## src/rtl/multicycle_control.sv

```systemverilog
// Control sequencer for the multi-cycle MIPS datapath: walks each instruction
// through fetch/decode/execute/memory/writeback and drives every mux select and enable.
module multicycle_control (
    input  logic       clk,
    input  logic       reset,
    input  logic [5:0] opcode,
    input  logic       mem_ready,
    output logic       PCWrite,
    output logic       PCWriteCond,
    output logic       BranchNE,
    output logic       IorD,
    output logic       MemRead,
    output logic       MemWrite,
    output logic       IRWrite,
    output logic       MemtoReg,
    output logic       RegDst,
    output logic       RegWrite,
    output logic       ALUSrcA,
    output logic [1:0] ALUSrcB,
    output logic [1:0] ALUOp,
    output logic [1:0] PCSource,
    output logic       illegal_op,
    output logic [3:0] state
);

    typedef enum logic [3:0] {
        S_FETCH  = 4'd0,
        S_DECODE = 4'd1,
        S_MEMADR = 4'd2,
        S_MEMRD  = 4'd3,
        S_MEMWB  = 4'd4,
        S_MEMWR  = 4'd5,
        S_EXEC   = 4'd6,
        S_ALUWB  = 4'd7,
        S_BRANCH = 4'd8,
        S_IEXEC  = 4'd9,
        S_IALUWB = 4'd10,
        S_JUMP   = 4'd11
    } state_t;

    localparam logic [5:0] OP_RTYPE = 6'b000000;
    localparam logic [5:0] OP_J     = 6'b000010;
    localparam logic [5:0] OP_BEQ   = 6'b000100;
    localparam logic [5:0] OP_BNE   = 6'b000101;
    localparam logic [5:0] OP_ADDI  = 6'b001000;
    localparam logic [5:0] OP_SLTI  = 6'b001010;
    localparam logic [5:0] OP_ANDI  = 6'b001100;
    localparam logic [5:0] OP_ORI   = 6'b001101;
    localparam logic [5:0] OP_LW    = 6'b100011;
    localparam logic [5:0] OP_SW    = 6'b101011;

    state_t state_q, state_d;

    always_ff @(posedge clk) begin
        if (reset) state_q <= S_FETCH;
        else       state_q <= state_d;
    end

    assign state = state_q;

    always_comb begin
        state_d     = S_FETCH;
        PCWrite     = 1'b0;
        PCWriteCond = 1'b0;
        BranchNE    = 1'b0;
        IorD        = 1'b0;
        MemRead     = 1'b0;
        MemWrite    = 1'b0;
        IRWrite     = 1'b0;
        MemtoReg    = 1'b0;
        RegDst      = 1'b0;
        RegWrite    = 1'b0;
        ALUSrcA     = 1'b0;
        ALUSrcB     = 2'b00;
        ALUOp       = 2'b00;
        PCSource    = 2'b00;
        illegal_op  = 1'b0;

        case (state_q)
            S_FETCH: begin
                MemRead = 1'b1;
                ALUSrcB = 2'b01;
                // IR load and PC+4 commit only in the cycle the read completes
                IRWrite = mem_ready;
                PCWrite = mem_ready;
                state_d = mem_ready ? S_DECODE : S_FETCH;
            end
            S_DECODE: begin
                ALUSrcB = 2'b11;
                case (opcode)
                    OP_LW, OP_SW:                      state_d = S_MEMADR;
                    OP_RTYPE:                          state_d = S_EXEC;
                    OP_BEQ, OP_BNE:                    state_d = S_BRANCH;
                    OP_ADDI, OP_ANDI, OP_ORI, OP_SLTI: state_d = S_IEXEC;
                    OP_J:                              state_d = S_JUMP;
                    default: begin
                        illegal_op = 1'b1;
                        state_d    = S_FETCH;
                    end
                endcase
            end
            S_MEMADR: begin
                ALUSrcA = 1'b1;
                ALUSrcB = 2'b10;
                state_d = (opcode == OP_SW) ? S_MEMWR : S_MEMRD;
            end
            S_MEMRD: begin
                IorD    = 1'b1;
                MemRead = 1'b1;
                state_d = mem_ready ? S_MEMWB : S_MEMRD;
            end
            S_MEMWB: begin
                RegWrite = 1'b1;
                MemtoReg = 1'b1;
            end
            S_MEMWR: begin
                IorD     = 1'b1;
                MemWrite = 1'b1;
                state_d  = mem_ready ? S_FETCH : S_MEMWR;
            end
            S_EXEC: begin
                ALUSrcA = 1'b1;
                ALUOp   = 2'b10;
                state_d = S_ALUWB;
            end
            S_ALUWB: begin
                RegWrite = 1'b1;
                RegDst   = 1'b1;
            end
            S_BRANCH: begin
                ALUSrcA     = 1'b1;
                ALUOp       = 2'b01;
                PCSource    = 2'b01;
                PCWriteCond = 1'b1;
                BranchNE    = (opcode == OP_BNE);
            end
            S_IEXEC: begin
                ALUSrcA = 1'b1;
                ALUSrcB = 2'b10;
                ALUOp   = (opcode == OP_ADDI) ? 2'b00 : 2'b11;
                state_d = S_IALUWB;
            end
            S_IALUWB: begin
                RegWrite = 1'b1;
            end
            S_JUMP: begin
                PCWrite  = 1'b1;
                PCSource = 2'b10;
            end
            default: state_d = S_FETCH;
        endcase

        // Reset suppresses every side effect so an abandoned instruction leaves no trace
        if (reset) begin
            PCWrite     = 1'b0;
            PCWriteCond = 1'b0;
            IRWrite     = 1'b0;
            RegWrite    = 1'b0;
            MemRead     = 1'b0;
            MemWrite    = 1'b0;
            illegal_op  = 1'b0;
        end
    end

endmodule

```

## config.mk

```make
export PLATFORM = sky130hd
export DESIGN_NAME = multicycle_control
export DESIGN_NICKNAME = d
export VERILOG_FILES = /design/src/rtl/multicycle_control.sv
export SDC_FILE = /design/constraint.sdc
export NUM_CORES = 1
export LEC_CHECK = 0
export ABC_CLOCK_PERIOD_IN_PS = 1900
export BUFFER_PORTS_ARGS = -buffer_cell sky130_fd_sc_hd__buf_2
export CAP_MARGIN = 20
export CORE_ASPECT_RATIO = 0.9
export CORE_UTILIZATION = 34
export CTS_CLUSTER_SIZE = 30
export DETAILED_ROUTE_END_ITERATION = 16
export PLACE_DENSITY_LB_ADDON = 0.2
export SYNTH_ARGS = -nofsm -noshare
export SYNTH_HDL_FRONTEND = slang
export SYNTH_SLANG_ARGS = --single-unit
export TNS_END_PERCENT = 30
```

## constraint.sdc

```tcl
create_clock -name clk -period 1.9 [get_ports clk]
set_input_delay 0.38 -clock clk [delete_from_list [all_inputs] [get_ports clk]]
set_output_delay 0.38 -clock clk [all_outputs]
set_load 0.005 [all_outputs]
```

==> metrics.cfg, run 1 <==
[worst_setup_path]
end_kind = output port
worstSetupPathType = in2out
worstPathArrival_ns = 1.44
cp_max_fo = 3
worstSetupStartpointType = primary input
worstPathRequired_ns = 1.52
r2r_slack_ns = 0.47

[power_and_ir_drop]
power.density_nw_per_um2 = 375
max-vdd-ir-drop_v = 0.000229
cellLeakagePower_nw = 0.347

[route]
drcViolationCount = 1
drt_iter0_drc = 27
routed-via-count = 738
drtAntennaViolNets = 0
via_per_inst = 5.72
finalWirelength_mm = 1.68
wl_per_cell_um = 13.0
first_pass_iters = 12

[clock_tree]
cts_buffers = 3
htreeDepth = 1
clock_latency_ns = 0.24
root_buffer = clkbuf_4
cts_buffer_depth = 2
cts_tree = done
clock_sinks = 4
path_clk_slew_ns = 0.04
cts_setup_buffers = 0

[timing]
worst_pin_slew_ns = 0.401
grt_setup_unrepaired = no
post-route-period-util_pct = 95.6
skew_ns = 0.00640
drv_slew = 0
fmax_mhz = 551
slew_headroom_pct = 72.9
setup_violations = 0
setup_ws_ns = 0.0836
period_minus_slack_ns = 1.82
tns_ns = 0
finalHoldViolations = 0
fin_hold_ws_ns = 0.453

[cells_and_area]
num-nets-final = 125
largest_register_ffs = 4
layout-drive-gt1-share_pct = 43.9
finalCoreUtilization_pct = 52.9
diodes = 0
nFillCells = 151
final_cells = 129
area_growth_pct = 43.3

[min_path]
hold_path_class = in2reg

[placement]
portBuffers = 30
globalplace.congestion = 0.865
hpwl_mm = 1.23
pre_cts_ws_ns = 0.0963
dpl.cell_count = 126

[global_routing]
grt_antenna_before_repair = 0
track_usage_pct = 22.4
grt_pass1_vias = 644
grt_overflow = 0
grt_max_degree = 16
use_met3_pct = 5.07
busiest_layer = met2
grt_pass1_wl_mm = 2.87
use_met1_pct = 26.5
met2_usage_pct = 40.4

[run]
maxCapViolCount = 0

[synth]
seq_area_frac_synth_pct = 14.8
netlist_instances = 83
yosysWarnings = 0
ys_ff_latch = 4
yosys.area.top_type_share_pct = 14.8
syn-num-nets = 92
synth_area_per_cell_sq_um = 6.51
syn_area_sq_um = 541
synth.distinct_cells = 34
netlist_top_cells_area = dfxtp_1 15%, nor2_1 7.6%, nand2b_1 6.9%, nor3_1 6.5%, a211oi_1 4.2%
synth_area_leader_cell = dfxtp_1

[floorplanning]
die_area_sq_um = 1750
io_pins = 31
initial_core_util_pct = 36.9
die_w_um = 44.0
floorplan.rows = 13
core_area_sq_um = 1460
dieHeight_um = 39.8

[run_status]
run_status = finished with violations
violations = DRC

==> area by class of cell <==
class / count / area [sq um] / area share (%)
Clock buffer: 3 / 22.5 / 2.91
Multi-Input combinational cell: 70 / 444 / 57.4
Sequential cell: 4 / 86.3 / 11.1
Tap cell: 15 / 18.8 / 2.42
Timing Repair Buffer: 37 / 203 / 26.2
==> report_power, final <==
part           internal, mW  switching, mW
sequential           0.0867        0.00622
combinational        0.0414         0.0462
clock                0.0709         0.0387
==> final timing paths <==
path         startpoint        to  cells past startpoint
max           opcode[4]  ALUOp[1]                      6
min               reset  state[1]                      2
max reg2reg    state[2]  state[2]                      5
min reg2reg    state[0]  state[1]                      3
==> layer usage <==
layer  share of wire (%)  vias up
li1                    -      371
met4                0.83        0
met2                  48       36
met5                   0        -
met1                  45      329
met3                 6.2        2
==> cell families after synthesis <==
kind of cell              count (synthesis)  share of synthesized area (%)
buffers and inverters                     9                           6.94
and+or+nand+nor                          48                           49.3
xor gates and xnor gates                  1                           1.62
DFF                                       4                           14.8
AOI/OAI and AO/OA                        20                           25.5
muxes                                     1                           1.85
==> cell usage after synthesis <==
master	instances
nor2_1	11
nand3b_1	2
mux2i_1	1
a31oi_1	2
or3b_1	1
a2111oi_0	1
o31ai_1	1
clkbuf_2	1
o22a_1	1
and2_2	1
a211oi_1	3
o32ai_1	1
o21ai_0	4
and3_1	2
or4_1	1
buf_2	2
nand2_1	4
dfxtp_1	4
nor3b_1	2
nor4_1	2
nand2b_1	6
xnor2_1	1
clkbuf_1	6
a21oi_1	4
nand3_1	2
a311oi_1	1
or3_1	2
nor3_1	7
nor2b_1	1
a311o_1	1
a222oi_1	1
nand4b_1	1
or2_2	2
nor4b_1	1
==> timing repair <==
item | in CTS | in global routing
resized for setup | 5 | 4
endpoints found under the setup margin | 3 | 4
hold buffers | 0 | 0
gates cloned | 0 | 0
==> worst max-delay path, cell delays in order <==
cell and delay [ns]:
buf_2 0.11, nor2_1 0.13, nor4b_1 0.37, and2_2 0.24, o32ai_1 0.08, buf_2 0.13
==> cell usage in the layout, fill, tap and decap left out, drive strengths merged <==
cell,instances
buf,37
nor4,2
and3,2
a311o,1
clkbuf,3
nor3,7
nor2,11
nand4b,1
and2,1
dfxtp,4
a21oi,4
a222oi,1
nand3,2
or3b,1
o31ai,1
mux2i,1
or3,2
a311oi,1
or4,1
or2,2
a2111oi,1
nor3b,2
o21ai,4
xnor2,1
nand3b,2
nand2,4
nand2b,6
nor2b,1
a31oi,2
o32ai,1
o22a,1
a211oi,3
nor4b,1
==> per-stage QoR <==
step	total power, mW	area (sq um)
final	0.290	774
after global placement	0.176	724
after floorplan	0.138	541
after detailed placement	0.177	724
after global routing	0.312	774
after CTS	0.293	763
Note: power is estimated with default switching activity, not from simulation.
==> run 2, diff against run 1 <==
--- a/config.mk
+++ b/config.mk
@@ -5,14 +5,14 @@
 export SDC_FILE = /design/constraint.sdc
 export NUM_CORES = 1
 export LEC_CHECK = 0
-export ABC_CLOCK_PERIOD_IN_PS = 1900
+export ABC_CLOCK_PERIOD_IN_PS = 1750
 export BUFFER_PORTS_ARGS = -buffer_cell sky130_fd_sc_hd__buf_2
 export CAP_MARGIN = 20
 export CORE_ASPECT_RATIO = 0.9
 export CORE_UTILIZATION = 34
 export CTS_CLUSTER_SIZE = 30
 export DETAILED_ROUTE_END_ITERATION = 16
-export PLACE_DENSITY_LB_ADDON = 0.2
+export PLACE_DENSITY_LB_ADDON = 0.05
 export SYNTH_ARGS = -nofsm -noshare
 export SYNTH_HDL_FRONTEND = slang
 export SYNTH_SLANG_ARGS = --single-unit
==> constraint.sdc (replaced) <==
create_clock -name clk -period 1.75 [get_ports clk]
set_input_delay 0.35 -clock clk [delete_from_list [all_inputs] [get_ports clk]]
set_output_delay 0.35 -clock clk [all_outputs]
set_load 0.005 [all_outputs]
==> metrics.cfg, run 2 (synthesis gave the netlist of run 1 again) <==
[route]
routed-via-count = 741  ; was 738
drt_iter0_drc = 12  ; was 27
drcViolationCount = 0  ; was 1
first_pass_iters = 6  ; was 12
finalWirelength_mm = 1.68  ; unchanged
wl_per_cell_um = 12.7  ; was 13.0 um
via_per_inst = 5.61  ; was 5.72
drtAntennaViolNets = 0  ; unchanged

[timing]
worst_pin_slew_ns = 0.330  ; was 0.401 ns
slew_headroom_pct = 77.4  ; was 72.9%
fin_hold_ws_ns = 0.422  ; was 0.453 ns
finalHoldViolations = 0  ; unchanged
grt_setup_unrepaired = yes  ; was no
period_minus_slack_ns = 1.72
setup_ws_ns = 0.0319  ; was 0.0836 ns
fmax_mhz = 582
skew_ns = 0.00755  ; was 0.00640 ns
drv_slew = 0  ; unchanged
post-route-period-util_pct = 98.2
setup_violations = 0  ; unchanged

[floorplanning]
die_area_sq_um = 1750  ; unchanged
io_pins = 31  ; unchanged
initial_core_util_pct = 36.9  ; unchanged
floorplan.rows = 13  ; unchanged
dieHeight_um = 39.8  ; unchanged
core_area_sq_um = 1460  ; unchanged
die_w_um = 44.0  ; unchanged

[clock_tree]
clock_sinks = 4  ; unchanged
cts_tree = done  ; unchanged
root_buffer = clkbuf_4  ; unchanged
hold_buffers = 0  ; unchanged
path_clk_slew_ns = 0.04  ; about the same
htreeDepth = 1  ; unchanged
cts_buffer_depth = 2  ; unchanged
cts_buffers = 3  ; unchanged
clock_latency_ns = 0.25  ; was 0.24 ns

[worst_setup_path]
timing.rr.end = state[1]  ; was state[2]
ff2ff_path_depth = 4  ; was 5
worstSetupStartpointType = register  ; was primary input
r2r-start = state[2]  ; unchanged
worstPathRequired_ns = 1.40  ; was 1.52 ns
end_kind = output port  ; unchanged
worstPathArrival_ns = 1.37  ; was 1.44 ns
worstSetupPathType = reg2out  ; was in2out
cp_max_fo = 5  ; was 3
r2r_slack_ns = 0.37  ; was 0.47 ns

[cells_and_area]
nFillCells = 160  ; was 151
largest_register_ffs = 4  ; unchanged
final_cell_mix = 30 x buf_2, 11 x nor2_1, 10 x buf_4, 6 x nor3_1  ; was 30 x buf_2, 11 x nor2_1, 7 x buf_4, 6 x nor3_1
multi_input_area_sq_um = 460  ; was 444 sq um
diodes = 0  ; unchanged
layout_commonest_cell = buf_2  ; unchanged
area_growth_pct = 50.2  ; was 43.3%
regArea_sq_um = 85.1  ; was 86.3 sq um
num-nets-final = 128  ; was 125
layout-drive-gt1-share_pct = 47.9  ; was 43.9%

[run_status]
run_status = completed  ; was finished with violations

[global_routing]
grt_overflow = 0  ; unchanged
grt_max_degree = 14  ; was 16
grt_pass1_vias = 541  ; was 644
grt_pass1_wl_mm = 2.51  ; was 2.87 mm
grt_antenna_before_repair = 0  ; unchanged
track_usage_pct = 19.2  ; was 22.4%

[power_and_ir_drop]
power.density_nw_per_um2 = 400  ; was 375 nW/um^2
cellLeakagePower_nw = 0.366  ; was 0.347 nW
max-vdd-ir-drop_v = 0.000233  ; was 0.000229 V

[placement]
portBuffers = 30  ; unchanged
pre_cts_ws_ns = 0.00495  ; was 0.0963 ns
hpwl_mm = 1.26  ; was 1.23 mm
globalplace.congestion = 0.757  ; was 0.865

[run]
maxCapViolCount = 0  ; unchanged

[min_path]
hold_depth = 2  ; unchanged
holdPathEnd = state[1]  ; unchanged
hold_path_class = in2reg  ; unchanged
min-delay-start = reset  ; unchanged

run 2: worst max-delay path by stage:
stage	startpoint	to	slack (ns)	depth (start not counted)
finish	state[0]	PCWrite	0.03	5
global route	state[0]	ALUSrcB[1]	-0.02	4
CTS	state[1]	illegal_op	-0.03	5
detailed placement	opcode[3]	illegal_op	0.005	5
global placement	opcode[3]	illegal_op	0.005	5
floorplan	state[1]	illegal_op	0.19	5
run 2: critical path, cell delays in order, from the launching register on:
cell     delay (ns)
dfxtp_2        0.37
buf_4          0.15
nor2_1         0.04
and3_1         0.16
or2_2          0.28
buf_2          0.12
run 2: layer usage:
| layer | wire length (um) | vias up | track usage [%] |
|---|---|---|---|
| li1 | - | 379 | - |
| met1 | 806 | 330 | 25.7 |
| met2 | 769 | 32 | 32.4 |
| met3 | 100 | 0 | 5.53 |
| met4 | 0 | 0 | 0 |
| met5 | 0 | - | 0 |
run 2: area by class of cell:
cell class                 instances  area share [%]
multi-input combinational         70            56.7
timing repair buffer              40            27.7
sequential                         4            10.5
clock buffer                       3            2.77
tap                               15            2.31
run 2: what timing repair did:
item | in CTS | in global routing
resized for setup | 4 | 8
setup buffers | 0 | 0
endpoints found under the hold margin | 0 | 0
setup endpoints to repair | 3 | 8
run 2: power by group:
| group | switching (mW) | leakage, nW | internal [mW] |
|---|---|---|---|
| logic | 0.0537 | 0.318 | 0.0486 |
| registers | 0.00438 | 0.0343 | 0.0946 |
| clock network | 0.0462 | 0.0138 | 0.0773 |
| total | 0.104 | 0.366 | 0.220 |
run 2: through the flow:
| stage | std cells | util, % | instance area [sq um] | total power [mW] | TNS [ns] |
|---|---|---|---|---|---|
| after CTS | 132 | 53.4 | 782 | 0.320 | -0.0504 |
| after global routing | 132 | 55.5 | 812 | 0.342 | -0.0518 |
| after floorplan | 83 | - | 541 | 0.150 | 0 |
| after global placement | 129 | 51.0 | 747 | 0.195 | 0 |
| after detailed placement | 129 | 51.0 | 747 | 0.196 | 0 |
| final | 132 | 55.5 | 812 | 0.325 | 0 |
==> run 3, diff against run 2 <==
--- a/config.mk
+++ b/config.mk
@@ -12,7 +12,6 @@
 export CORE_UTILIZATION = 34
 export CTS_CLUSTER_SIZE = 30
 export DETAILED_ROUTE_END_ITERATION = 16
-export PLACE_DENSITY_LB_ADDON = 0.05
 export SYNTH_ARGS = -nofsm -noshare
 export SYNTH_HDL_FRONTEND = slang
 export SYNTH_SLANG_ARGS = --single-unit
==> metrics.cfg, run 3 (synthesis gave the netlist of run 1 again) <==
[run_status]
run_status = completed  ; unchanged

[cells_and_area]
design_area_sq_um = 832  ; was 812 sq um
final_cells = 131  ; was 132
layout_commonest_cell = buf_2  ; unchanged
num-nets-final = 127  ; was 128
final_cell_mix = 30 x buf_2, 11 x nor2_1, 8 x buf_4, 6 x nor3_1  ; was 30 x buf_2, 11 x nor2_1, 10 x buf_4, 6 x nor3_1
multi_input_area_sq_um = 482  ; was 460 sq um
nFillCells = 145  ; was 160
regArea_sq_um = 87.6  ; was 85.1 sq um
layout-drive-gt1-share_pct = 48.3  ; was 47.9%
area_growth_pct = 53.9  ; was 50.2%
diodes = 0  ; unchanged
largest_register_ffs = 4  ; unchanged

[route]
drtAntennaViolNets = 0  ; unchanged
drcViolationCount = 0  ; unchanged
first_pass_iters = 6  ; unchanged
routed-via-count = 743  ; was 741
wl_met1_um = 803  ; was 806 um
routed.top_layer = met3  ; unchanged
wl_met2_um = 774  ; was 769 um
finalWirelength_mm = 1.67  ; was 1.68 mm
wl_per_cell_um = 12.8  ; was 12.7 um
wl_met3_um = 95  ; was 100 um
via_per_inst = 5.67  ; was 5.61
drt_iter0_drc = 19  ; was 12

[timing]
post-route-period-util_pct = 98.3  ; was 98.2%
slew_headroom_pct = 78.4  ; was 77.4%
grt_setup_unrepaired = yes  ; unchanged
period_minus_slack_ns = 1.72  ; about the same
fmax_mhz = 581  ; was 582 MHz
skew_ns = 0.00839  ; was 0.00755 ns
worst_pin_slew_ns = 0.315  ; was 0.330 ns
drv_slew = 0  ; unchanged
finalHoldViolations = 0  ; unchanged
tns_ns = 0  ; unchanged
setup_violations = 0  ; unchanged

[global_routing]
grt_max_degree = 17  ; was 14
track_usage_pct = 22.1  ; was 19.2%
grt_pass1_vias = 606  ; was 541
grt_pass1_wl_mm = 2.81  ; was 2.51 mm
grt_antenna_before_repair = 0  ; unchanged
grt_overflow = 0  ; unchanged

[clock_tree]
path_clk_slew_ns = 0.04  ; about the same
cts_buffers = 3  ; unchanged
clock_latency_ns = 0.24  ; was 0.25 ns
cts_setup_buffers = 0  ; unchanged
cts_tree = done  ; unchanged
htreeDepth = 1  ; unchanged
cts_buffer_depth = 2  ; unchanged
root_buffer = clkbuf_4  ; unchanged
clock_sinks = 4  ; unchanged

[power_and_ir_drop]
combPwrFrac_pct = 32.5  ; was 31.5%
p_int_uw = 219  ; was 220 uW
power_frac_seq_pct = 30.0  ; was 30.5%
power.density_nw_per_um2 = 391  ; was 400 nW/um^2
sw_frac_of_total_pct = 32.6  ; was 32.1%
max-vdd-ir-drop_v = 0.000309  ; was 0.000233 V
p_sw_uw = 106  ; was 104 uW
cellLeakagePower_nw = 0.360  ; was 0.366 nW
clkPwrFrac_pct = 37.4  ; was 38.0%
p_total_uw = 326  ; was 325 uW

[worst_setup_path]
max_stage_delay_ns = 0.33  ; was 0.37 ns
cp_max_fo = 4  ; was 5
cp_slowest_cell = dfxtp_2  ; unchanged
worstPathRequired_ns = 1.40  ; about the same
end_kind = output port  ; unchanged
worstPathArrival_ns = 1.37  ; about the same
worstSetupStartpointType = register  ; unchanged
worstSetupPathType = reg2out  ; unchanged
worstPathCellList = nand2b_4 > nor4_4 > nand2_1 > a311oi_2 > buf_2  ; was buf_4 > nor2_1 > and3_1 > or2_2 > buf_2

[run]
maxCapViolCount = 0  ; unchanged

[floorplanning]
floorplan.rows = 13  ; unchanged
die_area_sq_um = 1750  ; unchanged
core_area_sq_um = 1460  ; unchanged
dieHeight_um = 39.8  ; unchanged
io_pins = 31  ; unchanged
initial_core_util_pct = 36.9  ; unchanged
die_w_um = 44.0  ; unchanged

[placement]
globalplace.congestion = 0.824  ; was 0.757
placed_area_sq_um = 739  ; was 747 sq um
hpwl_mm = 1.24  ; was 1.26 mm
dpl.cell_count = 128  ; was 129
portBuffers = 30  ; unchanged

[min_path]
hold_path_class = in2reg  ; unchanged

-- run 3: changes by cell type in the layout (fill, tap and decap cells not counted) --
cell and change:
a311oi_1 -1, a311oi_2 +1, buf_4 -2, buf_6 +1
dfxtp_2 -1, dfxtp_4 +1, nor3_2 -1, nor3_4 +1
nor4_2 -1, nor4_4 +1
-- run 3: cell type report --
type	count	share of cell area (%)
multi-input cells	70	57.9
repair buffers	39	26.6
flip-flops and latches	4	10.5
clock buffers	3	2.71
well taps	15	2.26
-- run 3: routing by layer --
layer / GRT usage (%) / vias up
met3: 4.15 / 0
met4: 4.55 / 0
met5: 0 / -
met2: 38.6 / 29
met1: 28.2 / 339
li1: - / 375
-- run 3: path summary, 6_finish.rpt --
path / start / to / slack (ns) / depth (start not counted)
min: reset / state[1] / 0.45 / 2
max reg2reg: state[2] / state[1] / 0.37 / 4
min reg2reg: state[0] / state[3] / 0.68 / 3
max: state[1] / illegal_op / 0.03 / 5
-- run 3: worst max-delay path: cells and delay by family, from the launching register on --
| kind | cells | cell delay (ns) |
|---|---|---|
| buffers and inverters | 1 | 0.15 |
| AO/OA/AOI/OAI | 1 | 0.20 |
| flip-flops | 1 | 0.33 |
| AND/OR/NAND/NOR | 3 | 0.46 |
-- run 3: power by group through the flow --
stage               clock network (mW)  registers [mW]  logic, mW
floorplan                            0          0.0983     0.0514
global placement                     0          0.0988     0.0934
detailed placement                   0          0.0989     0.0946
CTS                              0.123          0.0975     0.0964
global route                     0.133          0.0983      0.118
finish                           0.122          0.0978      0.106
-- run 3: what timing repair did --
action / 4_1_cts / 5_1_grt
pin swaps: 0 / 2
hold buffers: 0 / 0
gates cloned: 0 / 0
setup endpoints to repair: 6 / 7
gates resized for setup: 4 / 12
-- run 3: through the flow --
step	setup slack [ns]	hold slack, ns	utilization, %
after global placement	0.0359	0.673	50.5
after floorplan	0.194	0.575	-
after detailed placement	0.0104	0.669	50.5
final	0.0290	0.451	56.8
after global routing	-0.0496	0.462	56.8
after CTS	0.00733	0.430	53.1
